## config.mk

```make
export PLATFORM = sky130hd
export DESIGN_NAME = onehot_scan_decoder_flat
export DESIGN_NICKNAME = d
export VERILOG_FILES = /design/src/rtl/onehot_scan_decoder_if.sv /design/src/rtl/onehot_scan_decoder.sv /design/src/flat_wrapper.sv
export SDC_FILE = /design/constraint.sdc
export NUM_CORES = 1
export LEC_CHECK = 0
export CORE_UTILIZATION = 35
export DETAILED_ROUTE_END_ITERATION = 16
export SETUP_SLACK_MARGIN = 0.5
export SYNTH_ARGS = -nofsm -noshare
export SYNTH_HDL_FRONTEND = slang
export SYNTH_SLANG_ARGS = --single-unit
```

## constraint.sdc

```tcl
create_clock -name clk -period 5.6 [get_ports clk]
set_clock_uncertainty 0.2 [all_clocks]
set_input_delay 1.12 -clock clk [delete_from_list [all_inputs] [get_ports clk]]
set_output_delay 1.12 -clock clk [all_outputs]
set_load 0.01 [all_outputs]
```

## src/rtl/onehot_scan_decoder_if.sv

```systemverilog
// Control/status bundle for onehot_scan_decoder.
//   master : control side, drives load/a/scan_en/dwell/hold, observes outputs
//   slave  : the decoder, observes the controls, drives b/idx/valid/err/wrap
interface onehot_scan_decoder_if #(
  parameter int N  = 80,
  parameter int AW = 7,
  parameter int DW = 16
);
  logic          load;
  logic [AW-1:0] a;
  logic          scan_en;
  logic [DW-1:0] dwell;
  logic          hold;
  logic [N-1:0]  b;
  logic [AW-1:0] idx;
  logic          valid;
  logic          err;
  logic          wrap;

  modport master (output load, a, scan_en, dwell, hold,
                  input  b, idx, valid, err, wrap);
  modport slave  (input  load, a, scan_en, dwell, hold,
                  output b, idx, valid, err, wrap);
endinterface

```

## src/rtl/onehot_scan_decoder.sv

```systemverilog
// Registered one-hot channel decoder with direct load and auto-scan.
//   clk  : rising-edge clock
//   rst  : asynchronous active-high reset
//   bus  : slave side of onehot_scan_decoder_if
//          in : load, a, scan_en, dwell, hold
//          out: b (one-hot), idx, valid, err (sticky), wrap (1-cycle pulse)
// All outputs come straight from flops. Load always wins over scan/hold.
module onehot_scan_decoder #(
  parameter int N  = 80,
  parameter int AW = 7,
  parameter int DW = 16
) (
  input logic               clk,
  input logic               rst,
  onehot_scan_decoder_if.slave bus
);

  typedef enum logic [1:0] {IDLE, DIRECT, SCAN} state_t;

  localparam logic [AW:0]   N_EXT = (AW+1)'(N);
  localparam logic [AW-1:0] LAST  = AW'(N - 1);
  localparam logic [N-1:0]  B_ONE = {{(N-1){1'b0}}, 1'b1};

  state_t        state_q, state_d;
  logic [AW-1:0] idx_q, idx_d;
  logic [N-1:0]  b_q, b_d;
  logic          valid_q, valid_d;
  logic          err_q, err_d;
  logic          wrap_q, wrap_d;
  // cnt counts cycles spent at the current position; dlat is the dwell
  // captured when that position started, so mid-position dwell changes
  // only affect the next position.
  logic [DW-1:0] cnt_q, cnt_d;
  logic [DW-1:0] dlat_q, dlat_d;

  logic a_legal;
  assign a_legal = ({1'b0, bus.a} < N_EXT);

  always_ff @(posedge clk or posedge rst) begin
    if (rst) begin
      state_q <= IDLE;
      idx_q   <= '0;
      b_q     <= '0;
      valid_q <= 1'b0;
      err_q   <= 1'b0;
      wrap_q  <= 1'b0;
      cnt_q   <= '0;
      dlat_q  <= '0;
    end else begin
      state_q <= state_d;
      idx_q   <= idx_d;
      b_q     <= b_d;
      valid_q <= valid_d;
      err_q   <= err_d;
      wrap_q  <= wrap_d;
      cnt_q   <= cnt_d;
      dlat_q  <= dlat_d;
    end
  end

  always_comb begin
    state_d = state_q;
    idx_d   = idx_q;
    b_d     = b_q;
    valid_d = valid_q;
    err_d   = err_q;
    wrap_d  = 1'b0;
    cnt_d   = cnt_q;
    dlat_d  = dlat_q;
    if (bus.load) begin
      state_d = bus.scan_en ? SCAN : DIRECT;
      cnt_d   = '0;
      dlat_d  = bus.dwell;
      if (a_legal) begin
        idx_d   = bus.a;
        b_d     = B_ONE << bus.a;
        valid_d = 1'b1;
        err_d   = 1'b0;
      end else begin
        // idx is kept so a later scan entry resumes from it
        b_d     = '0;
        valid_d = 1'b0;
        err_d   = 1'b1;
      end
    end else begin
      case (state_q)
        IDLE, DIRECT: begin
          if (bus.scan_en) begin
            state_d = SCAN;
            b_d     = B_ONE << idx_q;
            valid_d = 1'b1;
            err_d   = 1'b0;
            cnt_d   = '0;
            dlat_d  = bus.dwell;
          end
        end
        SCAN: begin
          if (!bus.scan_en) begin
            state_d = DIRECT;
          end else if (!bus.hold && valid_q) begin
            // an illegal load while scanning leaves b empty; no advance then
            if (cnt_q == dlat_q) begin
              cnt_d  = '0;
              dlat_d = bus.dwell;
              if (idx_q == LAST) begin
                idx_d  = '0;
                b_d    = B_ONE;
                wrap_d = 1'b1;
              end else begin
                idx_d = idx_q + 1'b1;
                b_d   = b_q << 1;
              end
            end else begin
              cnt_d = cnt_q + 1'b1;
            end
          end
        end
        default: state_d = IDLE;
      endcase
    end
  end

  assign bus.b     = b_q;
  assign bus.idx   = idx_q;
  assign bus.valid = valid_q;
  assign bus.err   = err_q;
  assign bus.wrap  = wrap_q;

endmodule

```

## src/flat_wrapper.sv

```systemverilog
// flat-port wrapper written by rule: the top's interface ports become plain ports
module onehot_scan_decoder_flat 
#(
  parameter int N  = 80,
  parameter int AW = 7,
  parameter int DW = 16
)
  (clk, rst, bus_load, bus_a, bus_scan_en, bus_dwell, bus_hold, bus_b, bus_idx, bus_valid, bus_err, bus_wrap);
  onehot_scan_decoder_if #(.N(N), .AW(AW), .DW(DW)) bus_i ();
  input logic clk;
  input logic rst;
  input wire logic [$bits(bus_i.load)-1:0] bus_load;
  input wire logic [$bits(bus_i.a)-1:0] bus_a;
  input wire logic [$bits(bus_i.scan_en)-1:0] bus_scan_en;
  input wire logic [$bits(bus_i.dwell)-1:0] bus_dwell;
  input wire logic [$bits(bus_i.hold)-1:0] bus_hold;
  output wire logic [$bits(bus_i.b)-1:0] bus_b;
  output wire logic [$bits(bus_i.idx)-1:0] bus_idx;
  output wire logic [$bits(bus_i.valid)-1:0] bus_valid;
  output wire logic [$bits(bus_i.err)-1:0] bus_err;
  output wire logic [$bits(bus_i.wrap)-1:0] bus_wrap;
  assign bus_i.load = bus_load;
  assign bus_i.a = bus_a;
  assign bus_i.scan_en = bus_scan_en;
  assign bus_i.dwell = bus_dwell;
  assign bus_i.hold = bus_hold;
  assign bus_b = bus_i.b;
  assign bus_idx = bus_i.idx;
  assign bus_valid = bus_i.valid;
  assign bus_err = bus_i.err;
  assign bus_wrap = bus_i.wrap;
  onehot_scan_decoder #(.N(N), .AW(AW), .DW(DW)) u_core (.clk(clk), .rst(rst), .bus(bus_i));
endmodule
```

==> impl_metrics.py <==
metrics = {
    "finish": {
        "synthToLayoutAreaGrowth_pct": 28.6,
        "drive_above_1_share_pct": 12.3,
        "nNetsFinal": 787,
        "stdcell_area_um2": 8870,
        "diodes": 0,
    },
    "synthesis": {
        "syn_area_um2": 6890,
        "synth_common_cells": "124 x dfrtp_1, 62 x o22ai_1, 59 x a211oi_1, 50 x nand2_1, 40 x a2bb2oi_1",
        "synth_fp_nets": 695,
        "synth_cell_type_count": 58,
        "synth_edf_count": 0,
        "yosysWarnings": 0,
        "yosysSeqAreaShare_pct": 45.0,
        "synth_top_cell_by_area": "dfrtp_1",
        "synth.area.top_cells": "dfrtp_1 45%, a211oi_1 6.4%, o22ai_1 5.6%",
        "avgSynthCellArea_um2": 10.4,
        "yosysTopAreaCellShare_pct": 45.0,
        "ys.flop_type": "dfrtp_1",
        "netlist_instances": 660,
        "synth.most_common_cell": "dfrtp_1",
        "synthArstFlopShare_pct": 100,
        "ys_seq_elements": 124,
    },
    "route": {
        "drc": 0,
        "drt.antenna.violating_nets": 0,
        "route.vias.total": 6130,
        "drt_pass1_iterations": 6,
        "avgRoutedWirePerCell_um": 21.6,
        "routed_wl_mm": 22.1,
        "drt_iter0_drc": 696,
        "post_drt_via_cell_ratio": 5.98,
    },
    "worst_setup_path": {
        "path_delay_family": "buffers and inverters",
        "cp.required_ns": 5.74,
        "path_buf_inv": 2,
        "cp-start-kind": "primary input",
        "cp.arrival_ns": 3.94,
        "worst_setup_path_end_kind": "flip-flop",
        "cpPeakStageDelay_ns": 0.84,
        "critPathKind": "primary input to flip-flop",
        "path_cells": "clkdlybuf4s50_1 > or3b_1 > a31oi_4 > buf_4 > a211oi_1 > a2bb2oi_2",
        "cp_max_fo": 79,
        "crit_slowest_cell": "clkdlybuf4s50_1",
    },
    "placement": {
        "dpl.hpwl_mm": 15.1,
        "place_congestion": 0.920,
        "placedInstanceArea_um2": 8250,
        "io_buffers": 117,
    },
    "clock_network": {
        "cts_tree": "done",
        "cts_buffer_depth": 2,
        "ctsResizeCount": 0,
        "clk_pin_slew_worst_paths_ns": 0.06,
        "cts_setup_buffers": 0,
        "cts_sinks": 124,
        "worstSkewPairLatency_ns": 0.42,
        "htreeDepth": 4,
        "holdBufCountCts": 0,
        "cts_root_buf": "clkbuf_16",
        "cts_made_buffers": 17,
    },
    "min_path": {
        "hold_class": "flip-flop to flip-flop",
    },
    "die": {
        "die_w_um": 142,
        "core_area_um2": 19000,
        "die_area_um2": 20300,
        "num_rows": 50,
        "io_pins": 118,
        "fp.dieH_um": 142,
        "initial_core_util_pct": 36.3,
    },
    "sta": {
        "worst_pin_slew_ns": 1.04,
        "relSlewSlack_pct": 29.6,
        "finalSetupTns_ns": 0,
        "final_max_slew_viol_count": 0,
        "finalSetupViolCount": 0,
        "hold_ws_ns": 0.309,
        "rsz0062_at_grt": "false",
        "period_share_pct": 67.8,
        "min_period_ns": 3.79,
        "fmax_mhz": 264,
        "hold_violations": 0,
    },
    "grt": {
        "antenna_found_initial": 0,
        "grt_overflow": 0,
        "grt_usage_pct": 22.4,
        "grt_pass1_wl_mm": 34.2,
        "grt_max_degree": 80,
        "grt_pass1_vias": 6056,
    },
    "flow_run": {
        "cap_violations": 0,
    },
    "outcome": {
        "status": "finished clean",
    },
    "pwr": {
        "total_power_mw": 2.86,
        "power_density_nw_per_um2": 323,
        "vdd_ir_drop_max_uv": 177,
        "p_leak_nw": 3.44,
    },
}
==> power by group <==
| part | switching, mW | internal [mW] |
|---|---|---|
| Sequential | 0.114 | 0.990 |
| Clock | 0.412 | 0.755 |
| Combinational | 0.284 | 0.310 |
==> worst register-to-register path, stage by stage (launching register included) <==
cell and delay [ns]:
dfrtp_1 0.45, xor2_1 0.20, nor4_1 0.53, nand4_2 0.41, a21oi_4 0.84, buf_12 0.31, mux2_2 0.39
==> kinds of logic after synthesis <==
family	synth area share [%]
compound gates	28.0
mux	6.15
flops	45.0
simple gates	12.1
fa+ha+maj	1.27
xor+xnor	3.30
buf+inv	4.21
==> cells in the final DEF, fill, tap and decap left out, types with 6 or more instances in the layout <==
cell type | synthesis | layout
dfrtp_1 | 124 | 124
clkdlybuf4s50_1 | 0 | 117
o22ai_1 | 62 | 62
a211oi_1 | 59 | 59
nand2_1 | 50 | 49
a2bb2oi_1 | 40 | 40
mux2_2 | 25 | 25
nor2_1 | 24 | 24
nand3_1 | 22 | 22
a2bb2oi_2 | 19 | 19
o221ai_1 | 19 | 19
xor2_1 | 17 | 17
clkbuf_16 | 0 | 17
inv_1 | 12 | 11
o21ai_0 | 11 | 11
nand2b_1 | 10 | 10
mux2_1 | 10 | 10
xnor2_1 | 9 | 9
nor2b_1 | 8 | 8
nand4_1 | 8 | 8
a21oi_1 | 7 | 7
nor3_1 | 7 | 7
ha_1 | 7 | 7
or3_1 | 6 | 6
buf_4 | 2 | 6
==> routing by layer <==
layer | part of all wire, % | track usage [%]
met3 | 7.9 | 6.39
met5 | 0 | 0
met4 | 2.8 | 9.17
met1 | 45 | 30.3
met2 | 45 | 33.5
==> area by class of cell <==
type,count,area [um2]
Clock buffer,21,450
Multi-Input combinational cell,472,3520
Timing Repair Buffer,125,1260
Inverter,12,47.5
Sequential cell,124,3100
Fill cell,1807,10100
Tap cell,260,325
Clock inverter,11,168
==> final timing paths <==
path,startpoint,endpoint,slack [ns],cells after the start
worst max-delay path,bus_load,u_core.bus.b[78]$_DFFE_PP0P_,1.81,6
worst min-delay path,u_core.dlat_q[4]$_DFFE_PP0P_,u_core.dlat_q[4]$_DFFE_PP0P_,0.31,1
worst max register to register,u_core.cnt_q[4]$_DFFE_PP0P_,u_core.bus.b[57]$_DFFE_PP0P_,2.16,6
worst min register to register,u_core.dlat_q[4]$_DFFE_PP0P_,u_core.dlat_q[4]$_DFFE_PP0P_,0.31,1
max in group asynchronous,rst,u_core.dlat_q[9]$_DFFE_PP0P_,3.28,3
min in group asynchronous,rst,u_core.bus.b[75]$_DFFE_PP0P_,0.96,2
==> stage by stage <==
step                setup WS [ns]  cells  util, %
detailed placement           1.46    993     43.4
floorplan                   0.981    660        -
finish                       1.81   1025     46.6
global placement             1.52    993     43.4
CTS                          1.90   1025     46.6
global route                 1.67   1025     46.6
==> flip-flops by register name, summed over array words and instances (netlist names) <==
name / count
u_core.state_q: 2
u_core.bus.err: 1
u_core.bus.b: 80
u_core.bus.idx: 7
u_core.cnt_q: 16
u_core.dlat_q: 16
u_core.bus.valid: 1
u_core.bus.wrap: 1
Power figures use the tool's default switching activity.
